**config.mk**
```make
export PLATFORM = sky130hd
export DESIGN_NAME = fetch_queue_stage
export DESIGN_NICKNAME = d
export VERILOG_FILES = /design/src/rtl/fetch_queue_stage.sv
export SDC_FILE = /design/constraint.sdc
export NUM_CORES = 1
export LEC_CHECK = 0
export ABC_AREA = 1
export ABC_CLOCK_PERIOD_IN_PS = 5900
export CORE_ASPECT_RATIO = 2
export CORE_UTILIZATION = 45
export CTS_BUF_LIST = sky130_fd_sc_hd__clkbuf_4 sky130_fd_sc_hd__clkbuf_8
export DETAILED_ROUTE_END_ITERATION = 6
export HOLD_SLACK_MARGIN = 0.02
export PLACE_DENSITY = 0.62
export SLEW_MARGIN = 20
export SYNTH_ARGS = -nofsm -noshare
export SYNTH_HDL_FRONTEND = slang
export SYNTH_SLANG_ARGS = --single-unit
```
**constraint.sdc**
```tcl
create_clock -name CLOCK -period 5.9 [get_ports CLOCK]
set_input_delay 0.59 -clock CLOCK [delete_from_list [all_inputs] [get_ports CLOCK]]
set_output_delay 0.59 -clock CLOCK [all_outputs]
set_load 0.05 [all_outputs]
```
**src/rtl/fetch_queue_stage.sv**
```systemverilog
// Instruction-fetch stage: owns the PC, issues reads to a synchronous
// instruction memory, and queues {instr, pc, pc+4} for decode.
module fetch_queue_stage #(
    parameter int                XLEN         = 32,
    parameter int                ADDR_BITS    = 14,
    parameter int                QUEUE_DEPTH  = 4,
    parameter logic [XLEN-1:0]   RESET_VECTOR = 32'h0000_0000
) (
    input  logic                 CLOCK,
    input  logic                 RESET,
    input  logic                 REDIRECT_VALID,
    input  logic [XLEN-1:0]      REDIRECT_PC,
    output logic [ADDR_BITS-1:0] MEM_ADDR1,
    output logic                 MEM_RDEN1,
    input  logic [XLEN-1:0]      MEM_DOUT1,
    output logic                 FETCH_VALID,
    input  logic                 FETCH_READY,
    output logic [XLEN-1:0]      FETCH_IR,
    output logic [XLEN-1:0]      FETCH_PC,
    output logic [XLEN-1:0]      FETCH_PC_4,
    output logic [4:0]           FETCH_COUNT
);

    localparam int          PTR_W   = (QUEUE_DEPTH > 1) ? $clog2(QUEUE_DEPTH) : 1;
    localparam logic [5:0]  DEPTH_C = 6'(QUEUE_DEPTH);

    logic [XLEN-1:0]  pc_r;
    logic [XLEN-1:0]  issued_pc_r;
    logic             inflight_r;
    logic [4:0]       count_r;
    logic [PTR_W-1:0] rd_ptr_r;
    logic [PTR_W-1:0] wr_ptr_r;
    logic [XLEN-1:0]  ir_mem_r  [QUEUE_DEPTH];
    logic [XLEN-1:0]  pc_mem_r  [QUEUE_DEPTH];
    logic [XLEN-1:0]  pc4_mem_r [QUEUE_DEPTH];

    logic             valid_s;
    logic             pop_s;
    logic             push_s;
    logic             issue_s;
    logic [5:0]       credit_s;
    logic             unused_s;

    // Pointer advance with explicit wrap so non-power-of-two depths work.
    function automatic logic [PTR_W-1:0] ptr_next(input logic [PTR_W-1:0] p);
        return (p == PTR_W'(QUEUE_DEPTH - 1)) ? {PTR_W{1'b0}} : p + PTR_W'(1);
    endfunction

    // Handshake, credit and issue decisions for the current cycle.
    always_comb begin
        valid_s  = (count_r != 5'd0);
        pop_s    = valid_s & FETCH_READY & ~REDIRECT_VALID;
        push_s   = inflight_r & ~REDIRECT_VALID;
        // Credit counts the response still on its way so a push can never overflow.
        credit_s = {1'b0, count_r} + {5'd0, inflight_r} - {5'd0, pop_s};
        issue_s  = ~RESET & ~REDIRECT_VALID & (credit_s < DEPTH_C);
        unused_s = ^REDIRECT_PC[1:0];
    end

    // PC, in-flight tracking, pointers and occupancy.
    always_ff @(posedge CLOCK) begin
        if (RESET) begin
            pc_r        <= RESET_VECTOR;
            issued_pc_r <= RESET_VECTOR;
            inflight_r  <= 1'b0;
            count_r     <= 5'd0;
            rd_ptr_r    <= {PTR_W{1'b0}};
            wr_ptr_r    <= {PTR_W{1'b0}};
        end else if (REDIRECT_VALID) begin
            pc_r        <= {REDIRECT_PC[XLEN-1:2], 2'b00};
            inflight_r  <= 1'b0;
            count_r     <= 5'd0;
            rd_ptr_r    <= {PTR_W{1'b0}};
            wr_ptr_r    <= {PTR_W{1'b0}};
        end else begin
            inflight_r <= issue_s;
            if (issue_s) begin
                pc_r        <= pc_r + XLEN'(4);
                issued_pc_r <= pc_r;
            end
            if (push_s) begin
                wr_ptr_r <= ptr_next(wr_ptr_r);
            end
            if (pop_s) begin
                rd_ptr_r <= ptr_next(rd_ptr_r);
            end
            case ({push_s, pop_s})
                2'b10:   count_r <= count_r + 5'd1;
                2'b01:   count_r <= count_r - 5'd1;
                default: count_r <= count_r;
            endcase
        end
    end

    // Queue storage; datapath only, occupancy is tracked above.
    always_ff @(posedge CLOCK) begin
        if (push_s && !RESET) begin
            ir_mem_r[wr_ptr_r]  <= MEM_DOUT1;
            pc_mem_r[wr_ptr_r]  <= issued_pc_r;
            pc4_mem_r[wr_ptr_r] <= issued_pc_r + XLEN'(4);
        end
    end

    assign MEM_ADDR1   = pc_r[ADDR_BITS+1:2];
    assign MEM_RDEN1   = issue_s;
    assign FETCH_VALID = valid_s;
    assign FETCH_COUNT = count_r;
    assign FETCH_IR    = valid_s ? ir_mem_r[rd_ptr_r]  : {XLEN{1'b0}};
    assign FETCH_PC    = valid_s ? pc_mem_r[rd_ptr_r]  : {XLEN{1'b0}};
    assign FETCH_PC_4  = valid_s ? pc4_mem_r[rd_ptr_r] : {XLEN{1'b0}};

endmodule

```
# [After elaboration in Yosys (flattened, before gate mapping)]
# Memory sizes are Yosys's and may differ from the RTL's. A register that Yosys moved wholly into a read port is not among the register bits.
# Cells that the tools add are included.
# W data, S select, Z words.
[totals] ff_bits=74 ramBits=384 in_bits=68 word_cells=53 n_memories=3
[op_classes] addsub=8 magnitude_cmp=1 eq_ne=4 mux=16 n_bitwise=7 n_reduce_logical=7
[mem_list] name="ir_mem_r" words=4 word_bits=32 rd=1 rd_ports_with_merged_regs=1 wr=1 line="33" text="logic [XLEN-1:0] ir_mem_r [QUEUE_DEPTH];"
[mem_list] name="pc4_mem_r" words=4 word_bits=32 rd=1 rd_ports_with_merged_regs=1 wr=1 line="35" text="logic [XLEN-1:0] pc4_mem_r [QUEUE_DEPTH];"
[mem_list] name="pc_mem_r" words=4 word_bits=32 rd=1 rd_ports_with_merged_regs=1 wr=1 line="34" text="logic [XLEN-1:0] pc_mem_r [QUEUE_DEPTH];"
[op_table] op="$mux W32" count=5
[op_table] op="$add A32 B3 Y32 const B" count=2
[op_table] op="$mux W2" count=8
[op_table] op="$pmux W5 S2" count=1
[op_table] op="$add A5 B1 Y6" count=1
[op_table] op="$eq A2 B2 Y1 const B" count=3
[op_table] op="$lt A6 B3 Y1 const B" count=1
[op_table] op="$sub A6 B1 Y6" count=1
[op_table] op="$add A5 B1 Y5 const B" count=1
[op_table] op="$and A1 B1 Y1" count=5
[op_table] op="$reduce_bool A5 Y1" count=1
[op_table] op="$sub A5 B1 Y5 const B" count=1
[op_table] op="$add A2 B1 Y2 const B" count=2
[op_table] op="$reduce_bool A2 Y1" count=2
[op_table] op="$eq A2 B1 Y1 const B" count=1
[op_table] op="$mux W1" count=2
[op_table] op="$not A1 Y1" count=2
[op_table] op="$reduce_and A2 Y1" count=1
[op_table] op="$reduce_or A2 Y1" count=1
[op_table] op="$logic_and A1 B1 Y1" count=1
[op_table] op="$logic_not A1 Y1" count=1

# [Longest topological paths before layout]
# Gate-level depths: netlist (run 1).
[logic_depth] depth_word=8 mapped_depth=20 depth_no_buf=20

# [Least setup slack after synthesis (run 1)]
# OpenSTA, ideal clock, no wires.
[synth_timing] kind="input to register" start="input port REDIRECT_VALID" end="memory ir_mem_r[0][0] (enable)" setup_ps=543 arrival_ps=4865 required_time_ps=5357 path_slack_ps=491 path_stages=4 n_path_buf=1 path_cell_list="buf_2 nor2_4 nand2_1 nor2_1"
[synth_between] elab_chain_len=5
[synth_rtl] element="start, declared" line="11" text="input logic REDIRECT_VALID,"
[synth_rtl] element="$not A1 Y1 (no line)"
[synth_rtl] element="$and A1 B1 Y1" line="53" text="push_s = inflight_r & ~REDIRECT_VALID;"
[synth_rtl] element="$logic_and A1 B1 Y1" line="97" text="if (push_s && !RESET) begin"
[synth_rtl] element="$mux W1" line="97"
[synth_rtl] element="$mux W1 (implied by the code)" line="98" text="ir_mem_r[wr_ptr_r] <= MEM_DOUT1;"
[synth_rtl] element="end, declared" line="33"
# No other way between the ends.

# [Worst setup path in the final report (run 1)]
[layout_timing] start="register count_r[3], in the netlist FETCH_COUNT[3]" end="output port FETCH_PC[30]"
[layout_between] elab_chain_len=2
[layout_rtl] element="start, declared" line="30" text="logic [4:0] count_r;"
[layout_rtl] element="start signal, assigned" line="88" text="2'b10: count_r <= count_r + 5'd1;"
[layout_rtl] element="start signal, assigned" line="89" text="2'b01: count_r <= count_r - 5'd1;"
[layout_rtl] element="start signal, assigned" line="90" text="default: count_r <= count_r;"
[layout_rtl] element="$reduce_bool A5 Y1" line="51" text="valid_s = (count_r != 5'd0);"
[layout_rtl] element="$mux W32" line="109" text="assign FETCH_PC = valid_s ? pc_mem_r[rd_ptr_r] : {XLEN{1'b0}};"
[layout_rtl] element="end, declared" line="19" text="output logic [XLEN-1:0] FETCH_PC,"
# No other way between the ends.

==> results of run 1 <==
==> worst max-delay path, stage by stage, from the launching register on <==
cell             delay (ns)
dfxtp_1                0.41
inv_1                  0.10
ha_1                   0.18
inv_1                  0.05
nor2_1                 0.03
nand2_1                0.22
clkinv_2               0.50
buf_4                  0.46
a21oi_1                0.45
clkdlybuf4s50_1        0.90
==> flip-flops by register name (all words and copies together) (netlist names), named ones only <==
name,cells
rd_ptr_r,2
FETCH_COUNT,5
pc_mem_r,120
wr_ptr_r,2
issued_pc_r,30
pc_r,30
inflight_r,1
pc4_mem_r,120
ir_mem_r,128
==> through the flow <==
step / util / worst slack, ns / hold slack (ns)
finish: 0.539 / 1.36 / 0.501
global route: 0.539 / 1.15 / 0.512
CTS: 0.539 / 1.17 / 0.496
detailed placement: 0.508 / 1.87 / 0.486
global placement: 0.508 / 1.85 / 0.484
floorplan: - / 0.491 / 0.469
==> power breakdown <==
group | internal, mW | leakage [nW] | switching (mW) | total [mW]
clock | 1.39 | 0.687 | 1.11 | 2.50
combinational | 0.234 | 3.23 | 0.520 | 0.753
sequential | 3.45 | 4.03 | 0.0875 | 3.54
total | 5.07 | 7.94 | 1.72 | 6.79
==> cell type report <==
type | count | area share
multi-input cells | 1227 | 0.256
clock buffers | 84 | 0.0455
flip-flops and latches | 440 | 0.555
inverters | 66 | 0.0112
diodes | 1 | 0.000111
well taps | 540 | 0.0300
repair buffers | 199 | 0.0904
clock inverters | 26 | 0.0124
==> cells in the final DEF, fill, tap and decap left out, drive strengths merged <==
cell           count
fa                 1
nor4               3
nor2             488
nand4              5
a211oi             2
clkinv            19
o211a              2
clkdlybuf4s50    177
nand3             52
a21boi             1
ha                16
diode              1
nor3b              1
nand2            215
and3               1
clkinvlp           3
edfxtp           368
xor2              28
dfxtp             72
o211ai             1
nand3b             5
nor3              18
bufinv             6
xnor2             16
a21oi            135
buf               22
clkbuf            84
inv               64
o21ai            233
conb               4
==> layer usage <==
| layer | GRT usage | vias up | share of wire |
|---|---|---|---|
| met3 | 0.0329 | 88 | 0.048 |
| met2 | 0.405 | 323 | 0.54 |
| met4 | 0.101 | 0 | 0.039 |
| li1 | - | 6579 | - |
| met5 | 0 | - | 0 |
| met1 | 0.233 | 6456 | 0.38 |
==> cell families (layout without fill, tap and decap cells) <==
| group | Yosys count | in the layout |
|---|---|---|
| buffers and inverters | 183 | 375 |
| adder cells (fa/ha/maj) | 17 | 17 |
| flip-flops | 440 | 440 |
| AND/OR/NAND/NOR | 788 | 788 |
| XOR/XNOR | 44 | 44 |
| AO/OA/AOI/OAI | 374 | 374 |
| other | 1 | 5 |
==> path summary, 6_finish.rpt <==
check,start,to,slack (ns),depth (start not counted)
max,FETCH_COUNT[3]$_SDFFE_PP0P_,FETCH_PC[30],1.36,9
min,pc_r[18]$_SDFFE_PP0P_,pc_r[18]$_SDFFE_PP0P_,0.50,2
max reg2reg,FETCH_COUNT[3]$_SDFFE_PP0P_,pc_r[24]$_SDFFE_PP0P_,2.66,19
min reg2reg,pc_r[18]$_SDFFE_PP0P_,pc_r[18]$_SDFFE_PP0P_,0.50,2
==> impl_metrics.py, run 1 <==
metrics = {
    "cells_and_area": {
        "seqCellArea_sq_um": 12500,
        "final_area_sq_um": 22500,
        "fillers": 3729,
        "final_nets": 2078,
        "drive_gt1_frac": 0.0784,
        "fin_cells": 2583,
        "area_growth_syn_to_layout_pct": 18.5,
        "multi_input_area_sq_um": 5760,
    },
    "detailed_routing": {
        "drcViolationCount": 0,
        "avgRoutedWirePerCell_microns": 18.1,
        "drt_pass1_iterations": 4,
        "vias": 13446,
        "ant_nets": 0,
        "first_iter_violations": 571,
        "viasPerCell": 5.21,
        "drt_wl_total_microns": 46800,
    },
    "logic_synthesis": {
        "synthCells": 1847,
        "synth-simple-area-share": 0.169,
        "ys_seq_area_frac": 0.657,
        "yosysUniqueCellTypes": 41,
        "synth-edff-count": 368,
        "synth_xor_area_frac": 0.0203,
        "synth-compound-area-share": 0.0995,
        "ys_async_sr_fraction": 0,
        "synth.most_common_cell": "nor2_1",
        "netlist_top_cells_area": "edfxtp_1 58%, nor2_1 9.5%, dfxtp_1 7.6%, o21ai_0 5.7%, nand2_1 4.1%",
        "yosysTopAreaCellShare": 0.581,
        "yosys_warnings": 0,
        "synth_top_family_by_area": "simple AND/OR/NAND/NOR gates",
        "synthAdderAreaFrac": 0.0116,
        "muxShareOfSynthArea": 0,
        "synthTopCellsByCount": "480 x nor2_1, 368 x edfxtp_1, 217 x o21ai_0, 207 x nand2_1, 135 x a21oi_1",
        "synth_ff_type": "edfxtp_1",
        "yosysTopAreaCell": "edfxtp_1",
        "avgSynthCellArea_sq_um": 10.3,
        "syn_area_sq_um": 19000,
        "synth_seq_cells": 440,
    },
    "global_routing": {
        "gr-usage-all-layers": 0.216,
        "grt.overflow.total": 0,
        "grt_start_max_net_pins": 185,
        "grt_pass1_wl_microns": 71500,
        "antenna_found_initial": 1,
        "first_global_vias": 13287,
    },
    "timing": {
        "relSlewSlack": 0.341,
        "hold_violations": 0,
        "finalSetupTns_ns": 0,
        "rsz0062_at_grt": "no",
        "min_period_ns": 4.54,
        "timing.final.max_slew_violations": 0,
        "max_freq_mhz": 220,
        "period_share": 0.769,
        "setup_violations": 0,
        "fin_skew_ns": 0.0320,
        "tightest_slew_ns": 0.986,
    },
    "place": {
        "hpwl_microns": 28200,
        "dp_cells": 2472,
        "place_congestion": 0.894,
        "numPortBuffers": 178,
        "placed_cell_area_sq_um": 21200,
    },
    "clock_tree": {
        "root_buffer": "clkbuf_8",
        "cts_tree": "done",
        "cts_setup_buffers": 0,
        "postCtsHoldBufs": 0,
        "cts_buffer_depth": 3,
        "clk_pin_slew_ns": 0.06,
        "clk_latency_ns": 0.63,
        "cts.repair.resized": 0,
        "cts_buffers": 59,
        "cts_sinks": 440,
        "cts_max_level": 2,
    },
    "job": {
        "drv_cap": 0,
    },
    "floorplanning": {
        "die_area_sq_um": 43100,
        "start_util": 0.455,
        "die_h_microns": 293,
        "fp-row-count": 106,
        "io_pins": 185,
        "die_w_microns": 147,
        "core_area_sq_um": 41800,
    },
    "setup_path": {
        "endpoint_kind": "output pin",
        "start_kind": "flop",
        "crit_arrival_ns": 3.95,
        "setup.worst_path.class": "reg2out",
        "worst_ep_required_time_ns": 5.31,
        "crit_fanout": 29,
    },
    "power_and_ir_drop": {
        "power_mw": 6.79,
        "power_density_nw_per_um2": 301,
        "p_leak_nw": 7.94,
        "ir_drop_uv": 190,
    },
    "min_path": {
        "hold_path_class": "reg2reg",
    },
    "status": {
        "status": "finished, final reports clean",
    },
}
Note: power is estimated with default switching activity, not from simulation.
==> run 2: changes to the inputs <==
--- a/config.mk
+++ b/config.mk
@@ -6,7 +6,7 @@
 export NUM_CORES = 1
 export LEC_CHECK = 0
 export ABC_AREA = 1
-export ABC_CLOCK_PERIOD_IN_PS = 5900
+export ABC_CLOCK_PERIOD_IN_PS = 4330
 export CORE_ASPECT_RATIO = 2
 export CORE_UTILIZATION = 45
 export CTS_BUF_LIST = sky130_fd_sc_hd__clkbuf_4 sky130_fd_sc_hd__clkbuf_8
==> constraint.sdc (replaced) <==
create_clock -name CLOCK -period 4.33 [get_ports CLOCK]
set_input_delay 0.433 -clock CLOCK [delete_from_list [all_inputs] [get_ports CLOCK]]
set_output_delay 0.433 -clock CLOCK [all_outputs]
set_load 0.05 [all_outputs]
==> run 2 against run 1 <==
Sequential share of layout area fell by 0.064 points; total power rose by 34%; die area did not move; largest power group unchanged; register-to-register slack got worse by 1.4 ns; critical endpoint is now FETCH_PC[10].
==> impl_metrics.py, run 2 (synthesis gave the netlist of run 1 again) <==
metrics = {
    "clock_tree": {
        "cts_max_level": 2,
        "cts.repair.resized": 0,
        "cts_sinks": 440,
        "clk_latency_ns": 0.63,
        "cts_buffers": 60,
        "clk_pin_slew_ns": 0.07,
        "cts_setup_buffers": 0,
        "postCtsHoldBufs": 0,
        "root_buffer": "clkbuf_8",
        "cts_buffer_depth": 3,
        "cts_tree": "done",
    },
    "detailed_routing": {
        "vias": 13436,
        "drt_wl_total_microns": 46800,
        "ant_nets": 0,
        "drt_pass1_iterations": 5,
        "viasPerCell": 5.19,
        "first_iter_violations": 612,
        "avgRoutedWirePerCell_microns": 18.1,
        "drcViolationCount": 0,
    },
    "timing": {
        "timing.final.max_slew_violations": 0,
        "relSlewSlack": 0.369,
        "max_freq_mhz": 240,
        "hold_violations": 0,
        "finalSetupTns_ns": 0,
        "worst_slack_ns": 0.161,
        "rsz0062_at_grt": "no",
        "setup_violations": 0,
        "fin_skew_ns": 0.0355,
        "period_share": 0.963,
        "tightest_slew_ns": 0.939,
        "min_period_ns": 4.17,
    },
    "power_and_ir_drop": {
        "ir_drop_uv": 237,
        "power_density_nw_per_um2": 403,
        "pwr-share-comb": 0.114,
        "switching_power_mw": 2.35,
        "power_frac_seq": 0.531,
        "swShare": 0.259,
        "p_clk_frac": 0.355,
        "p_leak_nw": 7.97,
        "p_int_mw": 6.74,
    },
    "floorplanning": {
        "io_pins": 185,
        "die_area_sq_um": 43100,
        "fp-row-count": 106,
        "die_w_microns": 147,
        "die_h_microns": 293,
        "start_util": 0.455,
        "core_area_sq_um": 41800,
    },
    "setup_path": {
        "cp-startpoint": "FETCH_COUNT[3]$_SDFFE_PP0P_",
        "setup.worst_path.class": "reg2out",
        "start_kind": "flop",
        "crit_arrival_ns": 3.74,
        "worst_ep_required_time_ns": 3.90,
        "r2r_cells": 18,
        "worstReg2RegEnd": "pc_r[23]$_SDFFE_PP0P_",
        "endpoint": "FETCH_PC[10]",
        "endpoint_kind": "output pin",
        "r2r_slack_ns": 1.27,
        "r2r_start": "FETCH_COUNT[3]$_SDFFE_PP0P_",
        "crit_fanout": 30,
    },
    "place": {
        "hpwl_microns": 28800,
        "placed_cell_area_sq_um": 21300,
        "numPortBuffers": 178,
        "place_congestion": 0.898,
        "pre_cts_ws_ns": 0.802,
    },
    "cells_and_area": {
        "final_common_cell": "nor2_1",
        "reg_top3": "ir_mem_r x128, pc4_mem_r x120, pc_mem_r x120",
        "fillers": 3733,
        "drive_gt1_frac": 0.0796,
        "seqCellArea_sq_um": 12500,
        "largest-register": "ir_mem_r",
        "final_nets": 2086,
        "multi_input_area_sq_um": 5760,
        "area_growth_syn_to_layout_pct": 18.6,
        "final_area_sq_um": 22600,
        "most-common-layout-cells": "476 x nor2_1, 368 x edfxtp_1, 217 x o21ai_0",
        "largest_reg_flops": 128,
        "fin_util": 0.540,
    },
    "job": {
        "drv_cap": 0,
    },
    "global_routing": {
        "grt.overflow.total": 0,
        "first_global_vias": 13549,
        "antenna_found_initial": 1,
        "gr-usage-all-layers": 0.217,
        "grt_pass1_wl_microns": 72600,
        "grt_start_max_net_pins": 93,
    },
    "min_path": {
        "hold_path_class": "in2reg",
        "worst_hold_path.num_cells": 1,
    },
    "status": {
        "status": "finished, final reports clean",
    },
}
==> run 2: cell types whose count changed in the layout (fill, tap and decap cells not counted), sizes merged <==
cell,previous run,this run
buf,22,30
bufinv,6,2
inv,64,65
clkbuf,84,85
clkdlybuf4s50,177,176
==> run 2: through the flow <==
stage	hold WS, ns	power, mW	instances
floorplan	0.469	5.55	1850
global placement	0.483	5.94	2479
detailed placement	0.491	5.96	2479
CTS	0.380	9.20	2587
global route	0.404	9.43	2588
finish	0.429	9.09	2588
==> run 2: worst min-delay path by stage <==
stage / startpoint / end / slack [ns]
4_1_cts: MEM_DOUT1[26] / ir_mem_r[0][26]$_DFFE_PP_ / 0.38
5_1_grt: MEM_DOUT1[26] / ir_mem_r[0][26]$_DFFE_PP_ / 0.40
2_1_floorplan: rd_ptr_r[1]$_SDFFE_PP0P_ / flop / 0.47
6_report: MEM_DOUT1[26] / ir_mem_r[0][26]$_DFFE_PP_ / 0.43
3_5_place_dp: pc_r[18]$_SDFFE_PP0P_ / pc_r[18]$_SDFFE_PP0P_ / 0.49
3_3_place_gp: pc_r[18]$_SDFFE_PP0P_ / pc_r[18]$_SDFFE_PP0P_ / 0.48
==> run 2: area by class of cell <==
| type | instances | area share |
|---|---|---|
| inverters | 66 | 0.0112 |
| diodes | 1 | 0.000111 |
| clock buffers | 85 | 0.0471 |
| multi-input cells | 1227 | 0.255 |
| clock inverters | 23 | 0.00799 |
| repair buffers | 206 | 0.0942 |
| well taps | 540 | 0.0299 |
| flip-flops and latches | 440 | 0.554 |
==> run 2: critical path, stage by stage (launching register included) <==
cell and delay (ns):
dfxtp_1 0.42, inv_1 0.10, ha_1 0.19, inv_1 0.05, nor2_1 0.04, nand2_1 0.18
clkinv_2 0.49, buf_12 0.38, a21oi_1 0.35, clkdlybuf4s50_1 0.88
==> run 2: power by group through the flow <==
stage | sequential [mW] | clock, mW | combinational [mW]
global placement | 4.91 | 0 | 1.03
CTS | 4.83 | 3.32 | 1.05
finish | 4.83 | 3.23 | 1.04
detailed placement | 4.92 | 0 | 1.04
global route | 4.84 | 3.48 | 1.11
floorplan | 4.88 | 0 | 0.679
==> run 2: metal layers <==
| layer | track usage | vias up | share of wire |
|---|---|---|---|
| met1 | 0.236 | 6389 | 0.38 |
| met4 | 0.0940 | 0 | 0.035 |
| met5 | 0 | - | 0 |
| met2 | 0.411 | 365 | 0.54 |
| li1 | - | 6593 | - |
| met3 | 0.0315 | 89 | 0.047 |
